File: src/rtl/lz77_lookahead_controller.sv
// LZ77 lookahead controller: buffers a 7-byte window, issues searches,
// emits literal/match tokens and commits consumed bytes to history.
module lz77_lookahead_controller #(
  parameter int LOOKAHEAD   = 7,
  parameter int INDEX_WIDTH = 12,
  parameter int MIN_MATCH   = 2
) (
  input  logic                     clock,
  input  logic                     reset,
  input  logic                     inDataValid,
  output logic                     inDataReady,
  input  logic [7:0]               inData,
  input  logic                     inLast,
  output logic                     patternDataValid,
  input  logic                     patternDataReady,
  output logic [8*LOOKAHEAD-1:0]   patternData,
  output logic [2:0]               patternDataLength,
  input  logic                     matchResultValid,
  output logic                     matchResultReady,
  input  logic [INDEX_WIDTH-1:0]   matchResultIndex,
  input  logic [2:0]               matchResultLength,
  output logic                     writeDataValid,
  input  logic                     writeDataReady,
  output logic [7:0]               writeData,
  output logic                     tokenValid,
  input  logic                     tokenReady,
  output logic                     tokenIsMatch,
  output logic [7:0]               tokenLiteral,
  output logic [INDEX_WIDTH-1:0]   tokenIndex,
  output logic [2:0]               tokenLength,
  output logic                     tokenLast
);

  typedef enum logic [2:0] {
    FILL, SEARCH, WAIT, EMIT, COMMIT
  } state_t;

  localparam logic [2:0] Full   = 3'(LOOKAHEAD);
  localparam logic [2:0] MinLen = 3'(MIN_MATCH);

  state_t                         state;
  logic [LOOKAHEAD-1:0][7:0]      buffer;
  logic [2:0]                     count;
  logic [2:0]                     consume;
  logic [2:0]                     matchLen;
  logic [INDEX_WIDTH-1:0]         matchIndex;
  logic                           lastSeen;

  logic       inFire;
  logic [2:0] fillCount;
  logic [2:0] stepLen;
  logic       lenOk;

  assign inFire    = inDataValid && inDataReady;
  assign fillCount = count + 3'd1;
  assign stepLen   = (matchLen != 3'd0) ? matchLen : 3'd1;
  // Out-of-range lengths fall back to a literal instead of stalling
  assign lenOk     = (matchResultLength >= MinLen) &&
                     (matchResultLength <= count);

  always_ff @(posedge clock or posedge reset) begin
    if (reset) begin
      state      <= FILL;
      buffer     <= '0;
      count      <= '0;
      consume    <= '0;
      matchLen   <= '0;
      matchIndex <= '0;
      lastSeen   <= 1'b0;
    end else begin
      unique case (state)
        FILL: begin
          if (inFire) begin
            buffer[count] <= inData;
            count         <= fillCount;
            if (inLast)
              lastSeen <= 1'b1;
            if (fillCount == Full || inLast)
              state <= SEARCH;
          end else if (lastSeen && count != 3'd0) begin
            state <= SEARCH;
          end
        end
        SEARCH: begin
          if (patternDataReady)
            state <= WAIT;
        end
        WAIT: begin
          if (matchResultValid) begin
            matchIndex <= matchResultIndex;
            matchLen   <= lenOk ? matchResultLength : 3'd0;
            state      <= EMIT;
          end
        end
        EMIT: begin
          if (tokenReady) begin
            consume <= stepLen;
            state   <= COMMIT;
          end
        end
        COMMIT: begin
          if (writeDataReady) begin
            buffer  <= {8'h00, buffer[LOOKAHEAD-1:1]};
            count   <= count - 3'd1;
            consume <= consume - 3'd1;
            if (consume == 3'd1) begin
              if (lastSeen && count == 3'd1)
                lastSeen <= 1'b0;
              state <= FILL;
            end
          end
        end
        default: state <= FILL;
      endcase
    end
  end

  always_comb begin
    inDataReady = (state == FILL) && (count < Full) && !lastSeen;

    patternDataValid  = (state == SEARCH);
    patternDataLength = (state == SEARCH) ? count : 3'd0;
    patternData       = '0;
    for (int i = 0; i < LOOKAHEAD; i++) begin
      if (state == SEARCH && 3'(i) < count)
        patternData[8*i +: 8] = buffer[i];
    end

    matchResultReady = (state == WAIT);

    tokenValid   = (state == EMIT);
    tokenIsMatch = 1'b0;
    tokenLiteral = '0;
    tokenIndex   = '0;
    tokenLength  = '0;
    tokenLast    = 1'b0;
    if (state == EMIT) begin
      tokenLast = lastSeen && (stepLen == count);
      if (matchLen != 3'd0) begin
        tokenIsMatch = 1'b1;
        tokenIndex   = matchIndex;
        tokenLength  = matchLen;
      end else begin
        tokenLiteral = buffer[0];
      end
    end

    writeDataValid = (state == COMMIT);
    writeData      = (state == COMMIT) ? buffer[0] : 8'h00;
  end

endmodule

File: config.mk
export PLATFORM = sky130hd
export DESIGN_NAME = lz77_lookahead_controller
export DESIGN_NICKNAME = d
export VERILOG_FILES = /design/src/rtl/lz77_lookahead_controller.sv
export SDC_FILE = /design/constraint.sdc
export NUM_CORES = 1
export LEC_CHECK = 0
export CORE_UTILIZATION = 30
export CTS_BUF_LIST = sky130_fd_sc_hd__clkbuf_2
export DETAILED_ROUTE_END_ITERATION = 8
export MAX_ROUTING_LAYER = met4
export PLACE_DENSITY = 0.63
export SETUP_SLACK_MARGIN = 0.02
export SYNTH_ARGS = -nofsm -noshare
export SYNTH_HDL_FRONTEND = slang
export SYNTH_SLANG_ARGS = --single-unit
File: constraint.sdc
create_clock -name clock -period 2.2 [get_ports clock]
set_input_delay 0.33 -clock clock [delete_from_list [all_inputs] [get_ports clock]]
set_output_delay 0.33 -clock clock [all_outputs]
set_load 0.02 [all_outputs]
* Word level (Yosys, flattened, before mapping)
Index checks and enable logic that the tools add are counted.
Cells by class: reduce and logical (&&, ||, !) cells 27, add/subtract/negate cells 3, eq/ne operators 18, multiplexer cells 47, order comparisons 12
Operators with widths (count):
- 2-to-1 mux 56 bit | 2
- case mux 56 bit (2 select lines) | 1
- 2-to-1 mux 8 bit | 11
- bitwise mux 56 bit | 1
- 2-to-1 mux 3 bit | 17
- demux 8 bit (select 3 bit) | 1
- 2-to-1 mux 12 bit | 2
- logical AND 1 bit | 15
- case mux 3 bit (5 select lines) | 1
- case mux 3 bit (2 select lines) | 2
- != test 2 x 1 -> 1 bit, second input constant | 5
- == test 3 x 1 -> 1 bit, second input constant | 3
- < comparator 3 bit, first input constant | 3
- 2-to-1 mux 1 bit | 8
- AND reduction 7 bit | 1
- == test 3 x 2 -> 1 bit, second input constant | 2
- == test 3 bit, second input constant | 2
- < comparator 1 x 3 -> 1 bit, first input constant | 2
- < comparator 2 x 3 -> 1 bit, first input constant | 2
- != test 2 bit, second input constant | 3
- != test 3 bit, second input constant | 2
- AND reduction 3 bit | 2
- AND reduction 6 bit | 1
- nonzero test 3 bit | 2
- 14 further kinds | 16
Storage, ports and cells: bits in registers 81, output and inout port bits 97, input port bits 31, word-level logic and storage cells 120

* Longest topological paths before layout
depth in word-level cells 7, mapped depth 8, gate-level depth less buffers 6

* Worst setup path after synthesis
No wires, ideal clock.
path type reg-to-reg, start register count[1], end register buffer[2] (netlist bit), slack -0.037 ns, setup time 0.123 ns, buffers on the path 2, clock period less this slack 2.237 ns, data required time 2.077 ns, arrival 2.114 ns, cell stages (with the launch flop) 9, cells stage by stage dfrtp_1 buf_4 clkbuf_1 inv_1 ha_1 or3b_2 nor4_4 or2b_1 o221a_2
Between the ends: longest elaborated chain between the ends 7, elaborated cells on any way between the ends 14, classes of those cells order compare (3); eq/ne (1); mux (5); reduce/logical (5)
RTL lines:
- from (decl) | RTL line 43 | logic [2:0] count;
- from (signal assigned) | RTL line 75 | count <= fillCount;
- from (signal assigned) | RTL line 104 | count <= count - 3'd1;
- < comparator 3 x 4 -> 1 bit (implied by the code) or greater-or-equal comparator 3 x 1 -> 1 bit (tied branches) | RTL line 74 | buffer[count] <= inData;
- logical AND 1 bit (implied by the code) | RTL line 74
- 2-to-1 mux 8 bit (implied by the code) | RTL line 74
- demux 8 bit (select 3 bit) | RTL line 74
- bitwise mux 56 bit | RTL line 74
- 2-to-1 mux 56 bit | RTL line 73 | if (inFire) begin
- case mux 56 bit (2 select lines) | RTL line 71 | unique case (state)
- to (signal, indexed assignment) | RTL line 74
- to (signal assigned) | RTL line 103 | buffer <= {8'h00, buffer[LOOKAHEAD-1:1]};
- to (decl) | RTL line 42 | logic [LOOKAHEAD-1:0][7:0] buffer;
Parallel ways exist; a longest one is shown, timed or not. The select of a mux whose other input is x is not followed. A chain may end at the register's enable or synchronous reset.

* Final worst setup path
start register state[2], end output port patternData[34]
Between the ends: longest elaborated chain between the ends 3
RTL lines:
- from (decl) | RTL line 41 | state_t state;
- from (signal assigned) | RTL line 63 | state <= FILL;
- from (signal assigned) | RTL line 79 | state <= SEARCH;
- from (signal assigned) | RTL line 81 | state <= SEARCH;
- == test 3 x 1 -> 1 bit | RTL line 125 | if (state == SEARCH && 3'(i) < count)
- logical AND 1 bit | RTL line 125
- 2-to-1 mux 8 bit | RTL line 125
- to (decl) | RTL line 16 | output logic [8*LOOKAHEAD-1:0] patternData,
No other way between the ends.

==> summary.md <==
| Metric | Value |
|---|---|
| Outcome | `complete, but fails checks` |
| Failing checks | `negative setup slack` |
| Tot Pwr | `9100 µW` |
| DR vias | `4166` |
| Leading area contributor after synthesis | `dfrtp_1` |
| Reg2Reg Setup Slack | `0.03 ns` |
| DR pass1 iterations | `4` |
| First-pass GRT wire length | `22900 µm` |
| Power density cells | `1300 nW/µm²` |
| Vias in the first global route | `4262` |
| Area growth syn-to-layout | `49.0%` |
| CP max FO | `8` |
| Final Cell Area | `7010 µm²` |
| Synth Instances | `469` |
| Worst R2R Path Depth | `9` |
| Worst Tran Pin Value | `0.556 ns` |
| Sw Ratio | `41.7%` |
| WL per Instance | `16.9 µm` |
| GRT Total Usage | `18.6%` |
| Internal | `5310 µW` |
| Share of the synthesized area in the top cell type | `43.1%` |
| Main area contributors after synthesis | `dfrtp_1 (43%), and2_1 (10%), mux2_2 (6.9%), nand2_1 (5.0%), o2bb2ai_1 (3.0%)` |
| Clock root cell | `clkbuf_2` |
| Kind of critical path | `register to output pin` |
| Setup crit end kind | `output pin` |
| Post-synth EDFFs | `0` |
| WL met1 | `6370 µm` |
| Crit share post-route | `108%` |
| Initial antenna violation count | `1` |
| CTS Sinks | `81` |
| Vias per cell | `4.91` |
| Gpl congestion | `0.864` |
| DRC | `0` |
| Non-Filler Instances | `848` |
| Clock Skew | `0.0373 ns` |
| Seq/Total Area, Yosys | `43.1%` |
| Final design utilization | `46.0%` |
| Reg2reg start | `count[0]` |
| Max cap viols | `0` |
| Synth cell types | `56` |
| Max Clock Freq | `420 MHz` |
| Die footprint | `16200 µm²` |
| Die H | `127 µm` |
| Htree depth | `3` |
| Sequential Power Share | `31.3%` |
| Slowest cell on the critical path | `dfrtp_1` |
| Startpoint class of the critical path | `register` |
| CTS max path bufs | `2` |
| Net switching power | `3790 µW` |
| Gate power share | `59.6%` |
| DRT antenna net count | `0` |
| Ys Warns | `0` |
| Leakage power | `0.00315 µW` |
| CTS tree | `built` |
| DP Worst Slack | `-0.157 ns` |
| Max Used Layer | `met4` |
| CTS clk-pin slew, worst paths | `0.22 ns` |
| Crit path cell chain | `nor3b_2 > buf_4 > and2_4 > nor2b_4 > buf_6 > and2_4 > buf_6` |
| PortBufs | `127` |
| Final Setup Violations | `79` |
| Metal3 WL | `860 µm` |
| Async SR Flop Fraction | `100%` |
| Top FF cell, synth | `dfrtp_1` |
| Cell row count | `45` |
| Worst path max stage delay | `0.43 ns` |
| Largest net degree at the start of global routing | `82` |
| Synth Cell Area | `4710 µm²` |
| Worst setup margin | `-0.184 ns` |
| Io pins | `128` |
| Routed wl met2 | `6940 µm` |
| RR Endpoint | `buffer[6]` |
| Post-Route WL | `14300 µm` |
| Net Count, Synth | `510` |
| Initial core utilization | `30.8%` |
| Required @ worst endpoint | `1.87 ns` |
| Die Wd | `127 µm` |
| #FFs+latches synth | `81` |
| Avg Synthesized Cell Area | `10.0 µm²` |
| Worst hold-check path type | `input pin to asynchronous set/reset pin` |
| Final min period | `2.38 ns` |
| Share of cells above drive strength 1 | `47.5%` |
| Inserted Clock Buffers | `9` |
| Post-DP HPWL | `10200 µm` |
| Nets@finish | `672` |
| Core area | `15300 µm²` |
| Total gr overflow | `0` |
| RSZ-0062 raised after global routing | `yes` |
| Clk pwr share | `9.1%` |
| Dpl cell area | `6450 µm²` |
| Rel. slew slack | `62.8%` |
| Latest clock arrival within the worst-skew pair | `0.56 ns` |
| Initial DRC count | `169` |
| Maximum vdd drop | `523 µV` |
| # placed instances | `823` |
| Crit path DAT | `2.05 ns` |
| Final max-slew violation count | `0` |
| Final hold vios | `0` |
[sequential cells by signal, indices dropped and copies added, names as in the netlist]
signal,flops
state,3
lastSeen,1
matchLen,3
matchIndex,12
buffer,56
consume,3
count,3
[power groups by stage]
stage	clock network, µW	registers (µW)	logic (µW)
floorplan	0	2580	2870
detailed placement	0	2820	4620
finish	829	2850	5430
CTS	844	2820	5100
global placement	0	2820	4520
global route	905	2950	5830
[synthesized netlist by cell type, drive strengths merged, types with 3 or more instances]
cell type  number
a21oi           3
o221a           8
inv            13
nand2b          7
nand3           3
and3           18
a31oi           3
or3b            3
o21ai          17
a22oi          17
nor3b           3
a32oi           3
a2bb2oi         8
nor2            8
o22ai          11
ha             10
mux2           29
and2           76
dfrtp          81
or2b            3
xnor2           6
buf            16
o2bb2ai        16
clkbuf         12
nand2          63
nor2b           3
[repair_timing]
item                       4_1_cts  5_1_grt
gates cloned                     1        1
setup endpoints to repair      104      120
pin swaps                       11       17
buffers inserted                 2        6
resized for setup              599       59
hold buffers                     0        0
[stage by stage]
stage	hold WS, ns	setup TNS (ns)
floorplan	0.447	0
global placement	0.483	-2.84
detailed placement	0.491	-4.00
CTS	0.205	-12.05
global route	0.217	-17.65
finish	0.210	-8.78
[worst max-delay path: cells and delay by family, from the launching register on]
kind	cells	cell delay [ns]
buffers and inverters	3	0.40
flip-flops	1	0.43
AND/OR/NAND/NOR	4	0.67
[logic make-up (layout without fill, tap and decap cells)]
group	count (synthesis)	after routing	share of synthesized area, %
and+or+nand+nor	201	201	24.7
buffers and inverters	41	208	4.09
other	0	1	0
xor gates and xnor gates	7	7	1.30
DFF	81	81	43.1
adders and majority gates	10	10	2.66
muxes	30	30	7.15
AOI/OAI and AO/OA	99	99	17.0
[layer usage]
layer  vias up  global-route usage (%)
li1       1989                       -
met1      2030                    24.4
met2       139                    29.9
met3         8                    3.18
met4         0                    4.41
met5         -                       -
[worst max-delay path by stage]
stage	start	to	slack (ns)	cells past startpoint
after floorplan	count[0]	buffer[2]	0.02	7
after global placement	state[2]	patternData[33]	-0.1	7
after detailed placement	state[1]	patternData[49]	-0.16	6
after CTS	state[1]	patternData[9]	-0.22	6
after global routing	state[1]	patternData[34]	-0.28	7
final	state[2]	patternData[34]	-0.18	7
[cells in the final DEF, fill, tap and decap left out, drive strengths merged, types with 10 or more instances in the layout]
| master | instances |
|---|---|
| mux2 | 29 |
| o2bb2ai | 16 |
| clkbuf | 10 |
| o22ai | 11 |
| and3 | 18 |
| ha | 10 |
| a22oi | 17 |
| clkdlybuf4s50 | 30 |
| o21ai | 17 |
| nand2 | 63 |
| buf | 146 |
| inv | 11 |
| and2 | 76 |
| dfrtp | 81 |
[cell type report]
cell class | instances | area [µm²]
Fill cell | 1446 | 8250
Multi-Input combinational cell | 347 | 2800
Sequential cell | 81 | 2030
Clock buffer | 10 | 50.0
Tap cell | 211 | 264
Timing Repair Buffer | 178 | 1730
Timing Repair inverter | 1 | 7.51
Clock inverter | 6 | 68.8
Antenna cell | 1 | 2.50
Inverter | 13 | 67.6
(Power assumes the default switching activity.)
==> RTL change 1 (config.mk and constraints unchanged) <==
`INDEX_WIDTH`: 12 -> 13.
--- a/src/rtl/lz77_lookahead_controller.sv
+++ b/src/rtl/lz77_lookahead_controller.sv
@@ -2,7 +2,7 @@
 // emits literal/match tokens and commits consumed bytes to history.
 module lz77_lookahead_controller #(
   parameter int LOOKAHEAD   = 7,
-  parameter int INDEX_WIDTH = 12,
+  parameter int INDEX_WIDTH = 13,
   parameter int MIN_MATCH   = 2
 ) (
   input  logic                     clock,
Interface: changed (resized matchResultIndex and tokenIndex); port bits go from 128 to 130. The function was not compared with the original's and may differ.
==> RTL change 1 against the unedited design <==
The flow still finishes with violations (negative setup slack). Sequential cell count grew 1. Setup slack lost 0.15 ns. Sequential share of layout area shrank 0.29 points. Clock skew shrank 0.013 ns. Design area grew 2.3%. Power grew 1.1%. Synthesized area grew 1.7%. Fmax shrank 5.8%. Wire length grew 0.65%. Highest routed layer unchanged.
==> RTL change 1: results (changes against the unedited design) <==
| Metric | Value |
|---|---|
| Outcome | finished with violations (unchanged) |
| Violated checks | negative setup slack (unchanged) |
| Final setup margin | -0.331 ns (was -0.184 ns) |
| Largest registers | buffer (56), matchIndex (13) (was buffer (56), matchIndex (12)) |
| Final setup violation count | 92 (was 79) |
| Initial antenna violation count | 0 (was 1) |
| WL/cell | 16.7 um (was 16.9 um) |
| WL met1 | 6550 um (was 6370 um) |
| Share of cells above drive strength 1 | 0.446 (was 0.475) |
| Mapped Cells | 483 (was 469) |
| Placed cell area | 6490 um^2 (was 6450 um^2) |
| Post-CTS resize count | 534 (was 599) |
| DP HPWL | 10400 um (was 10200 um) |
| Leakage | 0.00335 uW (was 0.00315 uW) |
| Inverters | 15 (was 14) |
| Final Util | 0.467 (was 0.460) |
| Worst Path Max Fanout | 5 (was 8) |
| Largest net degree at the start of global routing | 46 (was 82) |
| IO Port Bufs | 129 (was 127) |
| Fraction of area in registers | 0.286 (was 0.289) |
| VDD IR max | 0.415 mV (was 0.523 mV) |
| Synth top area cells | dfrtp_1, and2_1, mux2i_1 (was dfrtp_1, and2_1, mux2_2) |
| Slew @ Worst Pin | 0.690 ns (was 0.556 ns) |
| Max stage delay on crit path | 0.47 ns (was 0.43 ns) |
| Buffering overhead | 0.259 (was 0.246) |
| Reg2reg end | buffer[46]$_DFFE_PP0P_ (was buffer[6]$_DFFE_PP0P_) |
| Final Wtd Congestion | 0.836 (was 0.864) |
| List of most frequent post-synthesis cells | dfrtp_1, and2_1, nand2_1 (unchanged) |
| Vias per cell | 4.95 (was 4.91) |
| CP Data Arrival Time | 2.20 ns (was 2.05 ns) |
| Global-route wire length before repair | 22200 um (was 22900 um) |
| Ant diodes | 0 (was 1) |
| Clock sinks | 82 (was 81) |
| Met2 wire len | 6990 um (was 6940 um) |
| Initial DRC count | 258 (was 169) |
| Clock Skews | 0.0242 ns (was 0.0373 ns) |
RTL change 1: cell types whose count changed in the layout (fill, tap and decap cells not counted), moves of 4 or more:
cell,before,now
mux2i_1,1,23
o22ai_2,0,5
buf_6,77,90
o2bb2ai_1,16,0
o21ai_0,15,38
a22oi_1,17,1
nand2_1,62,52
buf_4,61,50
and3_1,3,8
mux2_2,29,14
and2_4,50,46
and2_1,26,22
a2bb2oi_1,8,16
RTL change 1: worst max path at each step:
| stage | cells after the start | end | slack, ns |
|---|---|---|---|
| 6_report | 6 | patternData[9] | -0.33 |
| 5_1_grt | 6 | patternData[10] | -0.48 |
| 4_1_cts | 6 | patternData[9] | -0.40 |
| 3_5_place_dp | 5 | tokenLiteral[5] | -0.17 |
| 3_3_place_gp | 5 | tokenLiteral[6] | -0.12 |
| 2_1_floorplan | 6 | matchIndex[0]$_DFFE_PP0P_ | 0.08 |
RTL change 1: kinds of logic (layout without fill, tap and decap cells):
kind of cell    count (synthesis)  count (layout)  synth area share
flops                          82              82             0.429
xor+xnor                        7               7            0.0128
fa+ha+maj                      10              10            0.0261
mux                            37              37            0.0810
buf+inv                        46             216            0.0494
simple gates                  193             193             0.240
compound gates                108             108             0.162
RTL change 1: worst max-delay path: cells and delay by family (launching register included):
family | cells | cell delay, ns
buf+inv | 2 | 0.25
compound gates | 2 | 0.48
simple gates | 2 | 0.42
flops | 1 | 0.47
RTL change 1: where the power goes:
group          leakage, uW  switching [uW]  internal (uW)
sequential        0.000996             686           2210
clock            0.0000806             560            385
combinational      0.00227            2580           2780
total              0.00335            3820           5380
RTL change 1: routing by layer:
metal | global-route usage | vias to the layer above
li1 | - | 2038
met1 | 0.229 | 2103
met2 | 0.283 | 116
met3 | 0.0355 | 20
met4 | 0.0713 | 0
met5 | - | -
==> RTL change 2 (same flow settings) <==
Without the edit above. Re-encode `state_t` (5 states) as one-hot, 5 bits wide.
--- a/src/rtl/lz77_lookahead_controller.sv
+++ b/src/rtl/lz77_lookahead_controller.sv
@@ -31,8 +31,8 @@
   output logic                     tokenLast
 );
 
-  typedef enum logic [2:0] {
-    FILL, SEARCH, WAIT, EMIT, COMMIT
+  typedef enum logic [4:0] {
+    FILL = 5'b00001, SEARCH = 5'b00010, WAIT = 5'b00100, EMIT = 5'b01000, COMMIT = 5'b10000
   } state_t;
 
   localparam logic [2:0] Full   = 3'(LOOKAHEAD);
Formal check against the unedited RTL: same outputs for any inputs over 4 cycles, from zero or initial values and one cycle with reset high; so few cycles prove little.
==> RTL change 2 against the unedited design <==
Fmax shrank 5.6%. The flow still finishes with violations (negative setup slack). Highest routed layer unchanged. Wire length grew 15%. Hold slack lost 0.044 ns. Synthesized area shrank 0.11%. Final cell count grew 2.1%. Clock skew grew 0.0021 ns. Die area shrank 0.10%. Sequential cell count grew 2. Design area grew 13%. Largest cell class unchanged. Setup slack lost 0.14 ns.
Power is not compared: it rests on default switching activity, and its combinational part moved more than twofold at a synthesized area within 25%.
==> RTL change 2: results (changes against the unedited design) <==
| Metric | Value |
|---|---|
| Outcome | finished with violations (unchanged) |
| Violated checks | negative setup slack (unchanged) |
| Xor/xnor share of the synthesized area | 0.0130 (about the same) |
| Final Wtd Congestion | 0.835 (was 0.864) |
| Reg2reg start | state[3]$_DFFE_PP0P_ (was count[0]$_DFFE_PP0P_) |
| Largest net degree at the start of global routing | 84 (was 82) |
| Share of cells above drive strength 1 | 0.574 (was 0.475) |
| Met3 WL | 804 um (was 860 um) |
| WL met1 | 7600 um (was 6370 um) |
| Mux contribution to synthesized area | 0.105 (was 0.0715) |
| List of most frequent post-synthesis cells | dfrtp_1, and2_1, and3_1 (was dfrtp_1, and2_1, nand2_1) |
| Slew @ Worst Pin | 0.698 ns (was 0.556 ns) |
| Final setup violation count | 158 (was 79) |
| Initial antenna violation count | 0 (was 1) |
| Final setup margin | -0.325 ns (was -0.184 ns) |
| Number of instances in the placed design | 824 (was 823) |
| Net Count, Synth | 492 (was 510) |
| Met1 Use GR | 0.268 (was 0.244) |
| Reg2reg end | buffer[3]$_DFFE_PP0P_ (was buffer[6]$_DFFE_PP0P_) |
| DP HPWL | 10700 um (was 10200 um) |
| R2r setup slk | -0.32 ns (was 0.03 ns) |
| TritonRoute pass-1 iters | 5 (was 4) |
| WHS | 0.166 ns (was 0.210 ns) |
| Global Route met2 Usage | 0.297 (was 0.299) |
| Synth Area in Adders | 0.0266 (about the same) |
| CP Data Arrival Time | 2.20 ns (was 2.05 ns) |
| Syn avg cell area | 10.4 um^2 (was 10.0 um^2) |
| Largest registers | buffer (56), matchIndex (12), state (5) (was buffer (56), matchIndex (12)) |
| Complex-gate fraction of the synthesized area | 0.195 (was 0.170) |
| Placed cell area | 6690 um^2 (was 6450 um^2) |
| Clock Skews | 0.0394 ns (was 0.0373 ns) |
| Fillers | 1330 (was 1446) |
| Initial DRC count | 237 (was 169) |
| Vias per cell | 5.21 (was 4.91) |
| Worst Path Max Fanout | 5 (was 8) |
| GR Layer Usage met3 | 0.0310 (was 0.0318) |
| Total GRT Usage | 0.194 (was 0.186) |
| Via count | 4515 (was 4166) |
| Synth top area cells | dfrtp_1, mux2_2, and2_1 (was dfrtp_1, and2_1, mux2_2) |
| Worst reg-to-reg path cell count | 10 (was 9) |
| Global-route wire length before repair | 23900 um (was 22900 um) |
==> RTL change 2: timing repair <==
action	in CTS	in global routing
gates resized for setup	462	310
cloned	1	8
hold endpoints to repair	0	0
pin swaps	5	27
endpoints found under the setup margin	154	160
buffers inserted	6	14
==> RTL change 2: layout make-up <==
class | count | area share
flip-flops and latches | 83 | 0.264
clock buffers | 9 | 0.00571
inverters | 19 | 0.0101
multi-input cells | 323 | 0.386
clock inverters | 7 | 0.0103
repair inverters | 1 | 0.000951
well taps | 211 | 0.0334
repair buffers | 213 | 0.289
==> RTL change 2: worst max-delay path, cell delays in order, from the launching register on <==
cell	delay, ns
dfrtp_1	0.47
buf_6	0.14
buf_6	0.11
nor4_4	0.40
buf_6	0.19
and3_4	0.19
buf_6	0.11
==> RTL change 2: power breakdown <==
| part | total, uW | switching (uW) | internal, uW |
|---|---|---|---|
| Combinational | 2150 | 1060 | 1090 |
| Sequential | 1950 | 215 | 1740 |
| Clock | 846 | 653 | 193 |
